### src/rtl/hilo_pkg.sv
// hilo_pkg: shared definitions for the HI/LO multiply/accumulate sequencer.
//   - op codes for requests arriving on req_op
//   - sequencer state encoding
//   - small op-decode helpers used by the sequencer
package hilo_pkg;

    typedef enum logic [2:0] {
        OP_MULT  = 3'd0,
        OP_MULTU = 3'd1,
        OP_MADD  = 3'd2,
        OP_MADDU = 3'd3,
        OP_MTHI  = 3'd4,
        OP_MTLO  = 3'd5
    } hilo_op_e;

    typedef enum logic [1:0] {
        ST_IDLE = 2'd0,
        ST_MUL  = 2'd1,
        ST_ACC  = 2'd2
    } hilo_state_e;

    // Ops that need the iterative multiplier.
    function automatic logic op_is_mul(input logic [2:0] op);
        return (op == OP_MULT) || (op == OP_MULTU) || (op == OP_MADD) || (op == OP_MADDU);
    endfunction

    // Signed ops take magnitudes and fix the sign up after the multiply.
    function automatic logic op_is_signed(input logic [2:0] op);
        return (op == OP_MULT) || (op == OP_MADD);
    endfunction

    // Accumulating ops add the product into {hi,lo}.
    function automatic logic op_is_acc(input logic [2:0] op);
        return (op == OP_MADD) || (op == OP_MADDU);
    endfunction

endpackage

### src/rtl/hilo_mult_core.sv
// hilo_mult_core: iterative unsigned WIDTH x WIDTH shift-add multiplier.
//   Retires BITS_PER_CYCLE multiplier bits per cycle; takes N = WIDTH/BITS_PER_CYCLE
//   cycles after start. Product is final once count has stepped from 1 to 0.
// Ports:
//   clk, rst_n  clock, asynchronous active-low reset
//   start       load operands, clear product, count <= N
//   a, b        multiplicand, multiplier (sampled on start)
//   count       iterations still to run (0 = idle / finished)
//   product     2*WIDTH-bit partial/final product
module hilo_mult_core #(
    parameter int WIDTH          = 32,
    parameter int BITS_PER_CYCLE = 1,
    localparam int N             = WIDTH / BITS_PER_CYCLE,
    localparam int CW            = $clog2(N + 1)
) (
    input  logic                 clk,
    input  logic                 rst_n,
    input  logic                 start,
    input  logic [WIDTH-1:0]     a,
    input  logic [WIDTH-1:0]     b,
    output logic [CW-1:0]        count,
    output logic [2*WIDTH-1:0]   product
);

    logic [2*WIDTH-1:0] mcand_sh;   // multiplicand, pre-shifted to the current digit weight
    logic [WIDTH-1:0]   mplier;     // multiplier, low digit is the one being retired
    logic [2*WIDTH-1:0] partial;

    assign partial = mcand_sh * {{(2*WIDTH-BITS_PER_CYCLE){1'b0}}, mplier[BITS_PER_CYCLE-1:0]};

    // NOTE: sequential state is assigned with non-blocking (<=) so every register
    // samples the pre-edge values; blocking here would chain updates within one edge.
    always_ff @(posedge clk or negedge rst_n) begin
        if (!rst_n) begin
            mcand_sh <= '0;
            mplier   <= '0;
            product  <= '0;
            count    <= '0;
        end else if (start) begin
            mcand_sh <= {{WIDTH{1'b0}}, a};
            mplier   <= b;
            product  <= '0;
            count    <= CW'(N);
        end else if (count != '0) begin
            product  <= product + partial;
            mcand_sh <= mcand_sh << BITS_PER_CYCLE;
            mplier   <= mplier >> BITS_PER_CYCLE;
            count    <= count - CW'(1);
        end
    end

endmodule

### src/rtl/hilo_mac_sequencer.sv
// hilo_mac_sequencer: multi-cycle owner of the HI/LO pair for MULT/MULTU/MADD/MADDU/
//   MTHI/MTLO. Handshake in IDLE, iterative multiply in MUL, sign fix-up and
//   write/accumulate into HI/LO in ACC.
// Ports:
//   clk, rst_n            clock, asynchronous active-low reset
//   req_valid/req_ready   request handshake; ready only in IDLE
//   req_op, req_a, req_b  op code and rs/rt operands, sampled at accept
//   flush                 abort an in-flight op (also drops a same-cycle accept)
//   busy                  high in MUL and ACC
//   done, err             registered one-cycle retire pulse; err flags an illegal op
//   hi, lo                HI/LO registers, always readable
module hilo_mac_sequencer
    import hilo_pkg::*;
#(
    parameter int WIDTH          = 32,
    parameter int BITS_PER_CYCLE = 1
) (
    input  logic             clk,
    input  logic             rst_n,
    input  logic             req_valid,
    output logic             req_ready,
    input  logic [2:0]       req_op,
    input  logic [WIDTH-1:0] req_a,
    input  logic [WIDTH-1:0] req_b,
    input  logic             flush,
    output logic             busy,
    output logic             done,
    output logic             err,
    output logic [WIDTH-1:0] hi,
    output logic [WIDTH-1:0] lo
);

    localparam int N  = WIDTH / BITS_PER_CYCLE;
    localparam int CW = $clog2(N + 1);

    hilo_state_e        state_q, state_d;
    logic               sign_q;
    logic               acc_q;
    logic               accept;
    logic               start;
    logic [WIDTH-1:0]   mag_a, mag_b;
    logic [CW-1:0]      count;
    logic [2*WIDTH-1:0] product;
    logic [2*WIDTH-1:0] prod_fixed;
    logic [2*WIDTH-1:0] acc_sum;

    assign req_ready = (state_q == ST_IDLE);
    assign busy      = (state_q != ST_IDLE);
    assign accept    = req_valid && req_ready && !flush;
    assign start     = accept && op_is_mul(req_op);

    // Signed ops multiply magnitudes; 2^(W-1) negates to itself, which read as
    // unsigned is exactly the right magnitude.
    assign mag_a = (op_is_signed(req_op) && req_a[WIDTH-1]) ? -req_a : req_a;
    assign mag_b = (op_is_signed(req_op) && req_b[WIDTH-1]) ? -req_b : req_b;

    assign prod_fixed = sign_q ? -product : product;
    assign acc_sum    = {hi, lo} + prod_fixed;

    hilo_mult_core #(
        .WIDTH          (WIDTH),
        .BITS_PER_CYCLE (BITS_PER_CYCLE)
    ) u_core (
        .clk     (clk),
        .rst_n   (rst_n),
        .start   (start),
        .a       (mag_a),
        .b       (mag_b),
        .count   (count),
        .product (product)
    );

    // NOTE: state_d gets a default before the case so every path assigns it and no
    // latch is inferred.
    always_comb begin
        state_d = state_q;
        unique case (state_q)
            ST_IDLE: if (start)              state_d = ST_MUL;
            ST_MUL:  if (count == CW'(1))    state_d = ST_ACC;  // last digit retires this cycle
            ST_ACC:                          state_d = ST_IDLE;
            default:                         state_d = ST_IDLE;
        endcase
        if (flush) state_d = ST_IDLE;
    end

    always_ff @(posedge clk or negedge rst_n) begin
        if (!rst_n) begin
            state_q <= ST_IDLE;
        end else begin
            state_q <= state_d;
        end
    end

    always_ff @(posedge clk or negedge rst_n) begin
        if (!rst_n) begin
            sign_q <= 1'b0;
            acc_q  <= 1'b0;
            hi     <= '0;
            lo     <= '0;
            done   <= 1'b0;
            err    <= 1'b0;
        end else begin
            done <= 1'b0;
            err  <= 1'b0;
            if (state_q == ST_IDLE && accept) begin
                if (req_op == OP_MTHI) begin
                    hi   <= req_a;
                    done <= 1'b1;
                end else if (req_op == OP_MTLO) begin
                    lo   <= req_a;
                    done <= 1'b1;
                end else if (op_is_mul(req_op)) begin
                    sign_q <= op_is_signed(req_op) && (req_a[WIDTH-1] ^ req_b[WIDTH-1]);
                    acc_q  <= op_is_acc(req_op);
                end else begin
                    done <= 1'b1;
                    err  <= 1'b1;
                end
            end else if (state_q == ST_ACC && !flush) begin
                {hi, lo} <= acc_q ? acc_sum : prod_fixed;
                done     <= 1'b1;
            end
        end
    end

endmodule

### config.mk
export PLATFORM = sky130hd
export DESIGN_NAME = hilo_mac_sequencer
export DESIGN_NICKNAME = d
export VERILOG_FILES = /design/src/rtl/hilo_pkg.sv /design/src/rtl/hilo_mult_core.sv /design/src/rtl/hilo_mac_sequencer.sv
export SDC_FILE = /design/constraint.sdc
export NUM_CORES = 1
export LEC_CHECK = 0
export ABC_AREA = 1
export CAP_MARGIN = 20
export CORE_ASPECT_RATIO = 1.5
export CORE_MARGIN = 4
export CORE_UTILIZATION = 65
export CTS_BUF_LIST = sky130_fd_sc_hd__clkbuf_8
export DETAILED_ROUTE_END_ITERATION = 8
export PLACE_DENSITY = 0.86
export SYNTH_ARGS = -nofsm -noshare
export SYNTH_HDL_FRONTEND = slang
export SYNTH_HIERARCHICAL = 1
export SYNTH_SLANG_ARGS = --single-unit
### constraint.sdc
create_clock -name clk -period 7.1 [get_ports clk]
set_input_delay 1.42 -clock clk [delete_from_list [all_inputs] [get_ports clk]]
set_output_delay 1.42 -clock clk [all_outputs]
set_load 0.03 [all_outputs]
After elaboration in Yosys (flattened, before gate mapping)

Cells that the tools add are included.

RAM bits: 0
Output and inout port bits: 68
Logic and storage cells: 89
Latch bits: 0
Flip-flop bits (word level): 236
Memories: 0
Bits in read-only memories: 0

Multiply operators: 1
Equal/unequal tests: 13
Add/subtract/negate cells: 6
Multiplexer cells: 31
Bitwise logic cells: 3
Reductions and logical operators: 24
Shift-type cells: 0
Magnitude comparators: 0
Div/mod/pow operators: 0

Operator list:

| kind                                                               | count |
|---|---|
| 64-bit two-way mux                                                 | 6 |
| 32-bit two-way mux                                                 | 11 |
| 64-bit adder                                                       | 2 |
| 64-bit by 1-bit multiplier with 64-bit output                      | 1 |
| 32-bit negator                                                     | 2 |
| 64-bit negator                                                     | 1 |
| 6-bit two-way mux                                                  | 2 |
| 1-bit logical AND                                                  | 8 |
| 1-bit two-way mux                                                  | 8 |
| 3-bit by 2-bit == test with 1-bit output, second input constant    | 2 |
| 3-bit == test, second input constant                               | 2 |
| 6-bit by 1-bit == test with 1-bit output, second input constant    | 1 |
| 2-bit two-way mux                                                  | 3 |
| 2-bit nonzero test                                                 | 3 |
| 6-bit nonzero test                                                 | 1 |
| 6-bit by 1-bit subtractor with 6-bit output, second input constant | 1 |
| 1-bit logical OR                                                   | 5 |
| 2-bit by 1-bit != test with 1-bit output, second input constant    | 2 |
| 2-bit one-hot mux with 2 select lines                              | 1 |
| 2-bit AND reduction                                                | 2 |
| 4-bit AND reduction                                                | 1 |
| 3-bit by 1-bit == test with 1-bit output, second input constant    | 1 |
| 3-bit zero test                                                    | 1 |
| 3-bit by 1-bit != test with 1-bit output, second input constant    | 1 |
| 9 further kinds                                                    | 10 |

Depth between registers and ports, before layout

Depth after elaboration: 8
Depth in mapped cells: 29
Mapped depth without buffers: 29

Cells and area by module

Netlist, hierarchy kept.

Modules (own cells, without submodules):

| module             | instances | cells each | area each (um^2) |
|---|---|---|---|
| hilo_mult_core     | 1         | 2094       | 12733.5 |
| hilo_mac_sequencer | 1         | 2298       | 12713.4 |

Least setup slack after synthesis

OpenSTA, ideal clock, no wires.

Path kind: input to register
From: in flush
To: reg u_core.mplier[12]
Library setup time: 0.138 ns
Required time: 6.962 ns
Buffers on the path: 4
Setup slack: 3.836 ns
Data arrival time: 3.125 ns
Cell stages on the path: 12
Path through: nor2_1 -> nand3_1 -> clkbuf_1 -> nor2_1 -> buf_2 -> clkinv_1 -> nand2_2 -> inv_2 -> buf_2 -> buf_2 -> nand2_1 -> o211ai_1

Word-level cells in the longest chain between the ends: 4
Elaborated cells between the ends (all ways): 5

RTL lines:

| item                                                     | line                     | text |
|---|---|---|
| start: declaration                                       | hilo_mac_sequencer.sv:25 | `input logic flush,` |
| 1-bit zero test (*)                                      | hilo_mac_sequencer.sv:49 | `assign accept = req_valid && req_ready && !flush;` |
| 1-bit logical AND (*)                                    | hilo_mac_sequencer.sv:49 |  |
| 1-bit logical AND (*)                                    | hilo_mac_sequencer.sv:50 | `assign start = accept && op_is_mul(req_op);` |
| net start                                                | hilo_mac_sequencer.sv:40 | `logic start;` |
| 32-bit two-way mux or 2-bit nonzero test (tied branches) | -                        |  |
| end signal: assignment                                   | hilo_mult_core.sv:47     | `mplier <= mplier >> BITS_PER_CYCLE;` |
| end: declaration                                         | hilo_mult_core.sv:26     | `logic [WIDTH-1:0] mplier;` |

Mark *: on every way through the listed nets, which the timed path passes. The rest lies on a longest branch.
A chain may end at the register's enable or synchronous reset.

Final worst setup path

From: reg u_core.product[16]
To: reg hi[21]

Word-level cells in the longest chain between the ends: 6

RTL lines:

| item                     | line                      | text |
|---|---|---|
| start: declaration       | hilo_mult_core.sv:22      | `output logic [2*WIDTH-1:0] product` |
| start signal: assignment | hilo_mult_core.sv:45      | `product <= product + partial;` |
| 64-bit negator           | hilo_mac_sequencer.sv:57  | `assign prod_fixed = sign_q ? -product : product;` |
| 64-bit two-way mux (*)   | hilo_mac_sequencer.sv:57  |  |
| 64-bit adder             | hilo_mac_sequencer.sv:58  | `assign acc_sum = {hi, lo} + prod_fixed;` |
| 64-bit two-way mux (*)   | hilo_mac_sequencer.sv:120 | `{hi, lo} <= acc_q ? acc_sum : prod_fixed;` |
| 32-bit two-way mux (*)   | hilo_mac_sequencer.sv:119 | `end else if (state_q == ST_ACC && !flush) begin` |
| 32-bit two-way mux (*)   | hilo_mac_sequencer.sv:105 | `if (state_q == ST_IDLE && accept) begin` |
| end signal: assignment   | hilo_mac_sequencer.sv:107 | `hi <= req_a;` |
| end signal: assignment   | hilo_mac_sequencer.sv:120 |  |
| end: declaration         | hilo_mac_sequencer.sv:29  | `output logic [WIDTH-1:0] hi,` |

Mark *: on every way between the ends. The rest lies on a longest branch, timed or not. The select of a mux whose other input is x is not followed.

==> flow_summary_export.csv <==
group,metric,value,unit
status,status,"completed",
sta,setup_viol,0,
synthesis,postSynthAreaPerCell,5.79,um^2
synthesis,synth_edf_count,0,
sta,rsz0062_at_grt,"no",
setup_path,r2r-start,"u_core/product[16]",
synthesis,synthFlopType,"dfrtp_1",
routing,ant_nets,0,
cts,clk_path_buf_depth,3,
setup_path,cp.arrival,5.07,ns
synthesis,yosys_warnings,6,
synthesis,ys_ff_latch,236,
sta,period_share,63.9,%
setup_path,critPathBufInv,2,
grt,use_met1,48.7,%
routing,drc,0,
power_and_ir_drop,ir_worst_vdd,0.538,mV
power_and_ir_drop,cellPowerDensity,492,nW/um^2
grt,grt_usage,44.0,%
cts,post_cts_buffers,0,
synthesis,syn_area,25400,um^2
sta,worst_slew_margin_rel,33.8,%
place,dp_cells,4941,
grt,grt-ovfl-total,0,
grt,grt_pass1_wl,147000,um
floorplan,rows,88,
cts,cts_tree,"built",
setup_path,critPathTopFamily,"simple AND/OR/NAND/NOR gates",
power_and_ir_drop,p_leak,0.0154,uW
setup_path,crit_type,"reg -> reg",
setup_path,cpMostUsedCell,"nand2_1",
routing,vias,29100,
setup_path,crit_path_start_kind,"flip-flop",
routing,drt_iter0_markers,2752,
grt,antenna_found_initial,1,
routing,avgRoutedWirePerCell,19.0,um
routing,viasPerCell,5.80,
grt,grt_most_used_layer,"met2",
sta,max_freq,221,MHz
grt,met2_usage,71.7,%
synthesis,syn_nets,4609,
place,hpwl,75000,um
setup_path,r2r_cells,21,
cts,cts.clk_slew.worst_paths,0.07,ns
setup_path,endpoint_kind,"flip-flop",
floorplan,die_area,42400,um^2
worst_hold_path,hold_end,"state_q[1]",
routing,totalWireLength,95100,um
cts,numCtsBuffers,40,
worst_hold_path,min_path_cells,1,
worst_hold_path,hp-start,"state_q[1]",
sta,clock_skew,0.0344,ns
sta,layout_min_cycle_time,4.53,ns
floorplan,coreArea,38500,um^2
synthesis,synth_area_leaders,"dfrtp_1 23%, nand2_1 21%, inv_1 11%",
cts,clock_latency,0.62,ns
synthesis,synth_most_common_cell,"nand2_1",
setup_path,cpMaxStageDelayCell,"nor2_1",
cts,cts-root-buf,"clkbuf_8",
grt,grt_pass1_vias,28100,
synthesis,synth_top_area_share,23.2,%
synthesis,ys_types,55,
setup_path,worst_r2r_endpoint,"hi[21]",
grt,grt_max_degree,126,
routing,first_pass_iters,6,
sta,hold_viol_final,0,
setup_path,max_stage_delay,0.51,ns
synthesis,yosysTopAreaCell,"dfrtp_1",
synthesis,synthCells,4392,
cts,htree_levels,2,
sta,holdWs,0.490,ns
grt,grt_use_met3,6.35,%
setup_path,required,7.64,ns
floorplan,dieWidth,170,um
setup_path,critPathMaxFanout,5,
floorplan,initial_core_util,66.0,%
worst_hold_path,hold_class,"reg -> reg",
layout,area_growth,9.94,%
job,cap_violations,0,
layout,drive_gt1_share,3.08,%
floorplan,pin_count,139,
place,io_buffer_count,138,
cts,postCtsHoldBufs,0,
layout,fin_cells,5014,
synthesis,synthTopCellsByCount,"1453 x nand2_1, 770 x inv_1, 575 x nor2_1",
place,place_congestion,1.11,
setup_path,reg2reg_setup_slack,2.57,ns
synthesis,ys_seq_area_share,23.2,%
cts,cts_sinks,236,
synthesis,async_flop_share,100,%
sta,tightest_slew,0.993,ns
sta,finalMaxSlewViolations,0,
layout,nFillCells,3381,
setup_path,crit_chain,"nor2_1, nand2_1, nor2_1, nand2_1, nor2_1, nand3_1, nand2_1, nand2_1, o21ai_0, inv_1, ha_1, nand2_1, nor2_1, inv_1, nor3_1, nand3_1, nand3_1, nand2_1, nand3_1, nand2_1, a21oi_1",
sta,fin_setup_tns,0,ns
layout,num-nets-final,4707,
floorplan,die_h,250,um
cts,ctsResizeCount,0,
==> per-layer routing <==
layer / wire [um] / vias up / part of all wire, %
met4: 11300 / 0 / 12
met2: 43200 / 1616 / 45
met3: 7770 / 539 / 8.2
met5: 0 / - / 0
li1: - / 13900 / -
met1: 32800 / 13000 / 34
==> how the worst max path moves through the flow <==
| stage | start | to | slack [ns] | cells past startpoint |
|---|---|---|---|---|
| CTS | flush | hi[0] | 2.62 | 10 |
| finish | u_core/product[16] | hi[21] | 2.57 | 21 |
| global route | u_core/product[26] | hi[31] | 2.33 | 21 |
| floorplan | flush | u_core/mplier[12] | 3.84 | 12 |
| detailed placement | flush | hi[0] | 2.01 | 10 |
| global placement | flush | hi[4] | 2.11 | 10 |
==> per-stage QoR <==
step                      worst slack, ns  utilization, %  instance area, um^2  power, uW
after floorplan                      3.84               -                25400       9130
after global placement               2.11            70.5                27200      12000
after detailed placement             2.01            70.5                27200      12200
after CTS                            2.62            72.5                27900      13500
after global routing                 2.33            72.6                28000      14800
final                                2.57            72.6                28000      13800
==> final cells by class <==
| class | instances | area (um^2) | area share, % |
|---|---|---|---|
| antenna | 1 | 2.50 | 0.00894 |
| clock buffer | 48 | 661 | 2.36 |
| clock inverter | 22 | 108 | 0.385 |
| inverter | 779 | 2920 | 10.5 |
| multi-input combinational | 3278 | 16200 | 57.9 |
| sequential | 236 | 5910 | 21.1 |
| tap | 495 | 619 | 2.21 |
| timing repair buffer | 155 | 1550 | 5.55 |
==> report_power, final <==
part           internal [uW]  switching [uW]  total, uW
combinational           3210            6630       9840
clock                    617             651       1270
sequential              1930             730       2660
total                   5750            8010      13800
==> logic make-up (layout without fill, tap and decap cells) <==
kind of cell               Yosys count  after routing  share of synthesized area, %
DFF                                236            236                          23.2
xor gates and xnor gates           130            130                          4.50
other                                0              1                             0
and+or+nand+nor                   2404           2404                          38.4
adders and majority gates          146            146                          7.24
buffers and inverters              878           1004                          13.2
AOI/OAI and AO/OA                  598            598                          13.5
==> placed cells by master, fill, tap and decap left out, drive strengths merged, types with 36 or more instances in the layout <==
master / instances
a21oi: 246
clkbuf: 48
clkdlybuf4s50: 137
dfrtp: 236
ha: 144
inv: 793
nand2: 1463
nand3: 230
nand4: 36
nor2: 589
nor3: 53
o211ai: 40
o21ai: 173
o21bai: 38
xnor2: 38
xor2: 92
==> state kept, by name, indices dropped and copies added, names as in the netlist <==
register / count
u_core/product: 64
state_q: 2
u_core/mcand_sh: 64
lo: 32
acc_q: 1
u_core/mplier: 32
err: 1
done: 1
sign_q: 1
u_core/count: 6
hi: 32
No activity file was read; power rests on OpenSTA's default activity.
